==> config.mk <==
export PLATFORM = sky130hd
export DESIGN_NAME = axi_write_burst_master_flat
export DESIGN_NICKNAME = d
export VERILOG_FILES = /design/src/rtl/axi_write_burst_master_if.sv /design/src/rtl/axi_write_burst_master.sv /design/src/flat_wrapper.sv
export SDC_FILE = /design/constraint.sdc
export NUM_CORES = 1
export LEC_CHECK = 0
export ABC_CLOCK_PERIOD_IN_PS = 3800
export CAP_MARGIN = 20
export CORE_MARGIN = 2
export CORE_UTILIZATION = 44
export CTS_CLUSTER_SIZE = 10
export DETAILED_ROUTE_END_ITERATION = 6
export MAX_ROUTING_LAYER = met4
export PLACE_DENSITY = 0.92
export RECOVER_POWER = 25
export SETUP_SLACK_MARGIN = 0.4
export SLEW_MARGIN = 25
export SYNTH_ARGS = -nofsm -noshare
export SYNTH_HDL_FRONTEND = slang
export SYNTH_SLANG_ARGS = --single-unit
==> constraint.sdc <==
create_clock -name clock -period 3.8 [get_ports clock]
set_clock_uncertainty 0.1 [all_clocks]
set_input_delay 1.14 -clock clock [delete_from_list [all_inputs] [get_ports clock]]
set_output_delay 1.14 -clock clock [all_outputs]
set_load 0.1 [all_outputs]
==> src/rtl/axi_write_burst_master_if.sv <==
// rtl/axi_write_burst_master_if.sv - AXI4 write-channel bundle (AW/W/B) for the burst master
//
// Ports (signals):
//   AW: awaddr, awlen, awsize, awburst, awvalid (master->slave), awready (slave->master)
//   W : wdata, wstrb, wlast, wvalid (master->slave), wready (slave->master)
//   B : bresp, bvalid (slave->master), bready (master->slave)
interface axi_write_burst_master_if #(
   parameter int ADDR_WSIZE = 32,
   parameter int DSIZE      = 64
);
   logic [ADDR_WSIZE-1:0] awaddr;
   logic [7:0]            awlen;
   logic [2:0]            awsize;
   logic [1:0]            awburst;
   logic                  awvalid;
   logic                  awready;
   logic [DSIZE-1:0]      wdata;
   logic [DSIZE/8-1:0]    wstrb;
   logic                  wlast;
   logic                  wvalid;
   logic                  wready;
   logic [1:0]            bresp;
   logic                  bvalid;
   logic                  bready;

   modport master (
      output awaddr, awlen, awsize, awburst, awvalid,
      input  awready,
      output wdata, wstrb, wlast, wvalid,
      input  wready,
      input  bresp, bvalid,
      output bready
   );

   modport slave (
      input  awaddr, awlen, awsize, awburst, awvalid,
      output awready,
      input  wdata, wstrb, wlast, wvalid,
      output wready,
      output bresp, bvalid,
      input  bready
   );
endinterface

==> src/rtl/axi_write_burst_master.sv <==
// rtl/axi_write_burst_master.sv - AXI4 INCR write burst engine for the VDMA write path
//
// Accepts full-burst / tail requests, writes one INCR burst per request with
// data popped from a first-word-fall-through line FIFO, and tracks the frame
// write address (reloaded from base_addr on fsync).
//
// Ports:
//   clock, rst_n            clock, asynchronous active-low reset
//   enable                  allows acceptance of new requests
//   fsync, base_addr        frame start; base byte address sampled on fsync
//   burst_req, tail_req     request FULL_LEN beats / req_len beats
//   req_len                 tail beat count
//   resp, done              request accepted / burst retired (one-cycle pulses)
//   fifo_rd_en, fifo_rd_data  FIFO pop strobe and head word
//   wr_err                  sticky non-OKAY bresp seen this frame
//   axi                     AXI4 write channels (master modport)
module axi_write_burst_master #(
   parameter int ADDR_WSIZE = 32,
   parameter int DSIZE      = 64,
   parameter int LSIZE      = 9,
   parameter int FULL_LEN   = 256
) (
   input  logic                  clock,
   input  logic                  rst_n,
   input  logic                  enable,
   input  logic                  fsync,
   input  logic [ADDR_WSIZE-1:0] base_addr,
   input  logic                  burst_req,
   input  logic                  tail_req,
   input  logic [LSIZE-1:0]      req_len,
   output logic                  resp,
   output logic                  done,
   output logic                  fifo_rd_en,
   input  logic [DSIZE-1:0]      fifo_rd_data,
   output logic                  wr_err,
   axi_write_burst_master_if.master axi
);
   typedef enum logic [1:0] {IDLE, ADDR, DATA, BRESP} state_t;

   localparam int              LW      = LSIZE + 1;
   localparam logic [7:0]      FULL_M1 = 8'(FULL_LEN - 1);
   localparam logic [LW-1:0]   FULL_L  = LW'(FULL_LEN);
   localparam logic [ADDR_WSIZE-1:0] BYTES = ADDR_WSIZE'(DSIZE / 8);

   state_t                state_q, state_d;
   logic [7:0]            len_q, len_d;        // beats - 1 of the current burst
   logic [7:0]            cnt_q, cnt_d;        // W beats handshaken so far
   logic [ADDR_WSIZE-1:0] cur_addr_q, cur_addr_d;
   logic                  pend_q, pend_d;      // fsync seen while a burst was in flight
   logic [ADDR_WSIZE-1:0] pend_addr_q, pend_addr_d;
   logic                  resp_q, resp_d;
   logic                  done_q, done_d;
   logic                  zl_q, zl_d;          // zero-length tail accepted last cycle
   logic                  wr_err_q, wr_err_d;

   logic [LW-1:0]         tail_len;
   logic [7:0]            len_tail;
   logic [ADDR_WSIZE-1:0] burst_bytes;
   logic                  reload;
   logic [ADDR_WSIZE-1:0] reload_addr;

   assign tail_len    = ({1'b0, req_len} > FULL_L) ? FULL_L : {1'b0, req_len};
   assign len_tail    = 8'(tail_len - LW'(1));
   assign burst_bytes = ADDR_WSIZE'({1'b0, len_q} + 9'd1) * BYTES;
   // An fsync arriving in the retiring cycle itself counts as pending.
   assign reload      = fsync || pend_q;
   assign reload_addr = fsync ? base_addr : pend_addr_q;

   always_comb begin
      state_d     = state_q;
      len_d       = len_q;
      cnt_d       = cnt_q;
      cur_addr_d  = cur_addr_q;
      pend_d      = pend_q;
      pend_addr_d = pend_addr_q;
      resp_d      = 1'b0;
      done_d      = zl_q;
      zl_d        = 1'b0;
      wr_err_d    = wr_err_q;

      if (fsync && state_q != IDLE) begin
         pend_d      = 1'b1;
         pend_addr_d = base_addr;
      end

      case (state_q)
         IDLE: begin
            // Reload lands in cur_addr_q before ADDR drives awaddr from it.
            if (fsync) begin
               cur_addr_d = base_addr;
               wr_err_d   = 1'b0;
            end
            // zl_q marks the resp cycle of a zero-length tail; the request
            // may still be high then and must not be taken twice.
            if (enable && !zl_q && (burst_req || tail_req)) begin
               resp_d = 1'b1;
               if (burst_req) begin
                  len_d   = FULL_M1;
                  state_d = ADDR;
               end else if (req_len == '0) begin
                  zl_d = 1'b1;
               end else begin
                  len_d   = len_tail;
                  state_d = ADDR;
               end
            end
         end
         ADDR: begin
            if (axi.awready) begin
               cnt_d   = 8'd0;
               state_d = DATA;
            end
         end
         DATA: begin
            if (axi.wready) begin
               cnt_d = cnt_q + 8'd1;
               if (cnt_q == len_q) state_d = BRESP;
            end
         end
         BRESP: begin
            if (axi.bvalid) begin
               done_d  = 1'b1;
               state_d = IDLE;
               pend_d  = 1'b0;
               // A pending frame start replaces the incremented address and
               // opens a fresh error window.
               if (reload) begin
                  cur_addr_d = reload_addr;
                  wr_err_d   = 1'b0;
               end else begin
                  cur_addr_d = cur_addr_q + burst_bytes;
                  if (axi.bresp != 2'b00) wr_err_d = 1'b1;
               end
            end
         end
         default: state_d = IDLE;
      endcase
   end

   always_ff @(posedge clock or negedge rst_n) begin
      if (!rst_n) begin
         state_q     <= IDLE;
         len_q       <= 8'd0;
         cnt_q       <= 8'd0;
         cur_addr_q  <= '0;
         pend_q      <= 1'b0;
         pend_addr_q <= '0;
         resp_q      <= 1'b0;
         done_q      <= 1'b0;
         zl_q        <= 1'b0;
         wr_err_q    <= 1'b0;
      end else begin
         state_q     <= state_d;
         len_q       <= len_d;
         cnt_q       <= cnt_d;
         cur_addr_q  <= cur_addr_d;
         pend_q      <= pend_d;
         pend_addr_q <= pend_addr_d;
         resp_q      <= resp_d;
         done_q      <= done_d;
         zl_q        <= zl_d;
         wr_err_q    <= wr_err_d;
      end
   end

   assign resp        = resp_q;
   assign done        = done_q;
   assign wr_err      = wr_err_q;

   assign axi.awvalid = (state_q == ADDR);
   assign axi.awaddr  = cur_addr_q;
   assign axi.awlen   = len_q;
   assign axi.awsize  = 3'($clog2(DSIZE / 8));
   assign axi.awburst = 2'b01;
   assign axi.wvalid  = (state_q == DATA);
   assign axi.wlast   = axi.wvalid && (cnt_q == len_q);
   assign axi.wdata   = fifo_rd_data;
   assign axi.wstrb   = axi.wvalid ? '1 : '0;
   assign axi.bready  = (state_q == BRESP);
   assign fifo_rd_en  = axi.wvalid && axi.wready;
endmodule

==> src/flat_wrapper.sv <==
// flat-port wrapper written by rule: the top's interface ports become plain ports
module axi_write_burst_master_flat 
#(
   parameter int ADDR_WSIZE = 32,
   parameter int DSIZE      = 64,
   parameter int LSIZE      = 9,
   parameter int FULL_LEN   = 256
)
  (clock, rst_n, enable, fsync, base_addr, burst_req, tail_req, req_len, resp, done, fifo_rd_en, fifo_rd_data, wr_err, axi_awaddr, axi_awlen, axi_awsize, axi_awburst, axi_awvalid, axi_awready, axi_wdata, axi_wstrb, axi_wlast, axi_wvalid, axi_wready, axi_bresp, axi_bvalid, axi_bready);
  axi_write_burst_master_if #(.ADDR_WSIZE(ADDR_WSIZE), .DSIZE(DSIZE)) axi_i ();
  input  logic clock;
  input  logic rst_n;
  input  logic enable;
  input  logic fsync;
  input  logic [ADDR_WSIZE-1:0] base_addr;
  input  logic burst_req;
  input  logic tail_req;
  input  logic [LSIZE-1:0] req_len;
  output logic resp;
  output logic done;
  output logic fifo_rd_en;
  input  logic [DSIZE-1:0] fifo_rd_data;
  output logic wr_err;
  output wire logic [$bits(axi_i.awaddr)-1:0] axi_awaddr;
  output wire logic [$bits(axi_i.awlen)-1:0] axi_awlen;
  output wire logic [$bits(axi_i.awsize)-1:0] axi_awsize;
  output wire logic [$bits(axi_i.awburst)-1:0] axi_awburst;
  output wire logic [$bits(axi_i.awvalid)-1:0] axi_awvalid;
  input wire logic [$bits(axi_i.awready)-1:0] axi_awready;
  output wire logic [$bits(axi_i.wdata)-1:0] axi_wdata;
  output wire logic [$bits(axi_i.wstrb)-1:0] axi_wstrb;
  output wire logic [$bits(axi_i.wlast)-1:0] axi_wlast;
  output wire logic [$bits(axi_i.wvalid)-1:0] axi_wvalid;
  input wire logic [$bits(axi_i.wready)-1:0] axi_wready;
  input wire logic [$bits(axi_i.bresp)-1:0] axi_bresp;
  input wire logic [$bits(axi_i.bvalid)-1:0] axi_bvalid;
  output wire logic [$bits(axi_i.bready)-1:0] axi_bready;
  assign axi_awaddr = axi_i.awaddr;
  assign axi_awlen = axi_i.awlen;
  assign axi_awsize = axi_i.awsize;
  assign axi_awburst = axi_i.awburst;
  assign axi_awvalid = axi_i.awvalid;
  assign axi_i.awready = axi_awready;
  assign axi_wdata = axi_i.wdata;
  assign axi_wstrb = axi_i.wstrb;
  assign axi_wlast = axi_i.wlast;
  assign axi_wvalid = axi_i.wvalid;
  assign axi_i.wready = axi_wready;
  assign axi_i.bresp = axi_bresp;
  assign axi_i.bvalid = axi_bvalid;
  assign axi_bready = axi_i.bready;
  axi_write_burst_master #(.ADDR_WSIZE(ADDR_WSIZE), .DSIZE(DSIZE), .LSIZE(LSIZE), .FULL_LEN(FULL_LEN)) u_core (.clock(clock), .rst_n(rst_n), .enable(enable), .fsync(fsync), .base_addr(base_addr), .burst_req(burst_req), .tail_req(tail_req), .req_len(req_len), .resp(resp), .done(done), .fifo_rd_en(fifo_rd_en), .fifo_rd_data(fifo_rd_data), .wr_err(wr_err), .axi(axi_i));
endmodule
==> impl_results.md, run 1 <==
* Drt total wl at between 15 and 20 mm
* Fillers at 1,145
* Arrival time of the worst setup path at roughly 2.1 ns
* Most used DFF post-synth: dfrtp_1
* Crit. End Element: primary output
* Least-Margin Pin Slew at 1.51 ns
* Die Ht at 120 um
* Ports at 241
* WS Path Type: in -> out
* Initial antenna violation count at 1
* Violated checks: capacitance limit, slew limit
* Status: finished, violations left
* Highest-count cells in the layout ignoring fill and taps: 83 x dfrtp_1, 65 x buf_4, 58 x nand2_1
* Clk buf depth at 2
* Avg Cell Area, Syn at 8.87 sq um
* HPWL after detailed placement at approximately 11 mm
* Clock-pin slew on the worst setup and hold paths at 0.07 ns
* Floorplan die area at 0.0145 sq mm
* Non-filler cells, final at 877
* # DRC at 0
* Htree depth at 3
* GP Congestion at between 0.9 and 1
* CORE AREA at 0.0132 sq mm
* Post-synthesis sequential area ratio at 36.6%
* Register area at 0.00218 sq mm
* Clock Sinks at 87
* Worst Setup Start Kind: input port
* Number of distinct library cells after synthesis at 66
* CTS Root Cell: clkbuf_16
* CTS Buf Count at 9
* Worst Path Required at 2.56 ns
* Slew Viols, Final at between 50 and 60
* Initial DRC count at 379
* Skew-Pair Late Insertion Delay at ~0.34 ns
* Synth Register Bits at 87
* Nets at 828
* Met2 wire len at between 7 and 8 mm
* RSZ-0062 raised after global routing: false
* Largest net degree at the start of global routing at 60
* Layout cell share with drive strength beyond 1 at around 20%
* Cell Area, Synth at slightly below 0.006 sq mm
* Post-Route Setup TNS at 0 ns
* Final period util at 87.8%
* Top layer in use: met4
* FMAX at ~300 MHz
* Post-route cell area at 0.00687 sq mm
* Vias in the first global route at 5,037
* Placed Cells at 860
* Post-CTS setup buffer count at 0
* Post-synth EDFFs at 0
* CTS tree: yes
* Share of flip-flops with an asynchronous set or reset at 100%
* R2r setup slk at 0.70 ns
* Starting Density at 44.9%
* Path category of the worst min-delay check: reg -> reg
* Area after DPL at 0.00653 sq mm
* DRT Pass-1 Iters at 5
* Yosys warnings at 0
* Final setup vio count at 0
* Vias post-DR at between 5,000 and 6,000
* Final ANT Viol Nets at 0
* Final hold vios at 0
* Most common cell after layout, fill and taps aside: dfrtp_1
* Max Fanout on Critical Path at 7
* Max_slew headroom at -0.927%
* Die width at 120 um
* Syn Inst Count at 670
* Total GRT Usage at around 22%
* Wire length per cell at 17.7 um
* Row Count at 42
* Wire length of the first global-routing pass at 25.1 mm
* Area growth syn-to-layout at 15.5%
* Multi-input gate area at 0.00301 sq mm
* Grt ovf at 0
* Period minus WS final at 3.34 ns
* Post-Route M1 WL at roughly 6.4 mm
* Port buffer count at 107
* Max-cap viol count at 1
* DR WL met3 at roughly 1.2 mm
* DR vias/cell at roughly 5.8
-- critical path: stages --
cell	delay, ns
clkdlybuf4s50_1	0.56
and2_1	0.21
buf_12	0.18
-- cell usage after synthesis (all sizes together), types with 3 or more instances --
library cell | instances | area share (%)
and2 | 4 | 0.42
a31oi | 7 | 0.74
nand2 | 59 | 3.8
dfrtp | 87 | 37
a221o | 3 | 0.51
or3 | 8 | 0.84
a22o | 4 | 0.59
o21ai | 42 | 3.6
inv | 18 | 1.1
a21oi | 47 | 4.2
a21o | 5 | 0.65
o22ai | 5 | 0.53
xnor2 | 8 | 1.2
and3 | 18 | 1.9
nor2 | 52 | 3.3
or2 | 3 | 0.32
clkbuf | 22 | 1.4
a211oi | 4 | 0.51
nand3 | 30 | 2.5
o311a | 3 | 0.51
nor4 | 7 | 1.1
nor2b | 6 | 0.63
xor2 | 19 | 2.8
ha | 16 | 3.4
nand2b | 9 | 0.95
o211ai | 11 | 1.6
nor3 | 12 | 1.2
o41ai | 6 | 0.88
nand4 | 4 | 0.42
buf | 86 | 11
mux2 | 35 | 6.6
-- what timing repair did --
| action | CTS | global route |
|---|---|---|
| gates resized for setup | 0 | 1 |
| setup endpoints to repair | 0 | 1 |
| hold buffers | 0 | 0 |
-- cell families (layout without fill, tap and decap cells) --
| family | Yosys count | after routing | share of synthesized area (%) |
|---|---|---|---|
| simple gates | 217 | 217 | 18.0 |
| mux | 37 | 37 | 6.97 |
| fa+ha+maj | 17 | 17 | 3.71 |
| flops | 87 | 87 | 36.6 |
| compound gates | 157 | 157 | 17.4 |
| buf+inv | 126 | 153 | 13.2 |
| xor+xnor | 27 | 27 | 3.98 |
| other cells | 2 | 6 | 0.126 |
-- worst paths after layout --
kind	start	to	cells after the start
max in group asynchronous	rst_n	u_core.axi.awlen[1]$_DFFE_PN0P_	1
worst max-delay path	axi_wready	fifo_rd_en	3
worst max register to register	u_core.axi.awlen[1]$_DFFE_PN0P_	u_core.axi.awaddr[27]$_DFFE_PN0P_	11
worst min-delay path	u_core.zl_q$_DFF_PN0_	u_core.done$_DFF_PN0_	1
min in group asynchronous	rst_n	u_core.axi.awaddr[27]$_DFFE_PN0P_	1
worst min register to register	u_core.zl_q$_DFF_PN0_	u_core.done$_DFF_PN0_	1
-- flip-flops by register name (all words and copies together) (netlist names) --
name	flops
u_core.axi.awaddr	32
u_core.axi.awlen	8
u_core.cnt_q	8
u_core.done	1
u_core.pend_addr_q	32
u_core.pend_q	1
u_core.resp	1
u_core.state_q	2
u_core.wr_err	1
u_core.zl_q	1
-- metrics by stage --
step	setup WS (ns)	utilization (%)	hold WS, ns
2_1_floorplan	0.426	-	0.329
3_3_place_gp	0.488	49.3	0.373
3_5_place_dp	0.460	49.3	0.372
4_1_cts	0.461	51.8	0.392
5_1_grt	0.404	51.9	0.397
6_report	0.463	51.9	0.395
-- cell type report --
class / count / share of cell area, %
Timing Repair Buffer: 119 / 15.3
Tap cell: 176 / 3.21
Multi-Input combinational cell: 460 / 43.9
Sequential cell: 87 / 31.8
Clock inverter: 7 / 1.51
Clock buffer: 9 / 3.28
Inverter: 18 / 0.984
Antenna cell: 1 / 0.0364
-- layer usage --
metal  up-vias  global-route usage, %
met1      2435                   27.5
met3        53                   4.81
met4         0                   12.1
met2       250                   33.8
met5         -                      -
li1       2348                      -
Power of run 1 is left out: the tool's default activity adds up to more than one toggle a clock period on the data nets, which glitch-free logic cannot reach.
==> run 2: changes to the inputs <==
ABC_CLOCK_PERIOD_IN_PS = default   (was 3800)
GPL_ROUTABILITY_DRIVEN = 1   (was default)
MAX_ROUTING_LAYER = default   (was met4)
==> impl_results.md, run 2 (synthesized netlist as in run 1, its figures left out) <==
* Nets at 828 (unchanged)
* CTS tree: yes
* Most common cell after layout, fill and taps aside: dfrtp_1
* Wire length of the first global-routing pass at 25.1 mm (+0.19%)
* Final ANT Viol Nets at 0 (unchanged)
* Clock-pin slew on the worst setup and hold paths at 0.07 ns (about the same)
* Path category of the worst min-delay check: reg -> reg
* Final setup vio count at 0 (unchanged)
* R2R depth at 11 (unchanged)
* GP Congestion at 0.891 (-1.7%)
* Vias post-DR at 5,115 (+0.57%)
* Ports at 241 (unchanged)
* Die Ht at 120 um (unchanged)
* Htree depth at 3 (unchanged)
* # DRC at 0 (unchanged)
* Initial antenna violation count at 1 (unchanged)
* Max-cap viol count at 1 (unchanged)
* Fillers at 1,145 (unchanged)
* Register area at 0.00218 sq mm (unchanged)
* Crit path largest cell delay at 0.57 ns (about the same)
* CTS Root Cell: clkbuf_16
* Worst Setup Start Kind: input port
* DR vias/cell at 5.83 (+0.57%)
* Drt total wl at 15.6 mm (+0.54%)
* CORE AREA at 0.0132 sq mm (unchanged)
* Critical-path top delay cell: clkdlybuf4s50_1
* Highest-count cells in the layout ignoring fill and taps: 83 x dfrtp_1, 65 x buf_4, 58 x nand2_1
* Skew-Pair Late Insertion Delay at 0.34 ns (about the same)
* Grt ovf at 0 (unchanged)
* Period minus WS final at 3.34 ns (+0.00490 ns)
* Initial DRC count at 391 (+3.2%)
* Die width at 120 um (unchanged)
* Clk buf depth at 2 (unchanged)
* Clock Sinks at 87 (unchanged)
* Final hold vios at 0 (unchanged)
* Largest net degree at the start of global routing at 60 (unchanged)
* Total GRT Usage at 21.6% (-0.58 points)
* Floorplan die area at 0.0145 sq mm (unchanged)
* Worst Path Required at 2.56 ns (about the same)
* Crit-path cells: clkdlybuf4s50_1 > and2_1 > buf_12
* Max Fanout on Critical Path at 7 (unchanged)
* Least-Margin Pin Slew at 1.51 ns (-0.00467 ns)
* Crit. End Element: primary output
* Final period util at 88.0% (+0.13 points)
* HPWL after detailed placement at 11.2 mm (unchanged)
* Fin util at 51.9% (unchanged)
* Status: finished, violations left
* Vias in the first global route at 5,022 (-0.30%)
* Slew Viols, Final at 58 (-1.7%)
* DRT Pass-1 Iters at 5 (unchanged)
* Violated checks: capacitance limit, slew limit
* FMAX at 299 MHz (-0.15%)
* Hold Path Depth at 1 (unchanged)
* Row Count at 42 (unchanged)
* Area growth syn-to-layout at 15.5% (unchanged)
* Max_slew headroom at -0.615% (+0.31 points)
* Layout cell share with drive strength beyond 1 at 20.6% (unchanged)
* Hold_buf cts at 0 (unchanged)
* Arrival time of the worst setup path at 2.10 ns (about the same)
* Post-CTS setup buffer count at 0 (unchanged)
* WS Path Type: in -> out
* Post-Route Setup TNS at 0 ns (unchanged)
* CTS Buf Count at 9 (unchanged)
* Multi-input gate area at 0.00301 sq mm (unchanged)
* Wire length per cell at 17.8 um (+0.54%)
* Port buffer count at 107 (unchanged)
* RSZ-0062 raised after global routing: false
* Starting Density at 44.9% (unchanged)
## run 2: cell counts in the layout (fill, tap and decap cells not counted)
Identical to the previous run, type by type.
## run 2: timing repair
item / CTS / global route
hold endpoints to repair: 0 / 0
gates resized for setup: 0 / 1
endpoints found under the setup margin: 0 / 1
## run 2: final cells by class
type / instances / share of cell area (%)
repair buffers: 119 / 15.3
multi-input cells: 460 / 43.9
flip-flops and latches: 87 / 31.8
diodes: 1 / 0.0364
clock inverters: 7 / 1.51
well taps: 176 / 3.21
inverters: 18 / 0.984
clock buffers: 9 / 3.28
## run 2: worst max-delay path, delay by kind of cell
kind / cells / cell delay, ns
and+or+nand+nor: 1 / 0.21
buffers and inverters: 2 / 0.75
## run 2: metal layers
layer | share of wire [%] | wire (um) | global-route usage, % | vias up
li1 | - | - | - | 2339
met1 | 41 | 6390 | 27.4 | 2458
met2 | 47 | 7290 | 33.9 | 265
met3 | 7.9 | 1230 | 5.09 | 53
met4 | 4.2 | 649 | 12.1 | 0
met5 | 0 | 0 | 0 | -
## run 2: final timing paths
check | startpoint | to | slack (ns)
setup reg to reg | u_core.axi.awlen[1]$_DFFE_PN0P_ | u_core.axi.awaddr[27]$_DFFE_PN0P_ | 0.71
hold / removal | u_core.zl_q$_DFF_PN0_ | u_core.done$_DFF_PN0_ | 0.39
setup / recovery | axi_wready | fifo_rd_en | 0.46
hold reg to reg | u_core.zl_q$_DFF_PN0_ | u_core.done$_DFF_PN0_ | 0.39
max in group asynchronous | rst_n | u_core.axi.awlen[1]$_DFFE_PN0P_ | 1.52
min in group asynchronous | rst_n | u_core.axi.awaddr[27]$_DFFE_PN0P_ | 1.05
## run 2: per-stage QoR
stage	hold slack, ns	std cells	area (sq um)	worst slack [ns]
final	0.393	877	6870	0.458
after global routing	0.397	877	6870	0.404
after CTS	0.392	876	6860	0.461
after detailed placement	0.372	860	6530	0.460
after global placement	0.373	860	6530	0.488
after floorplan	0.329	673	5960	0.426
Power of run 2 is left out for the same reason.
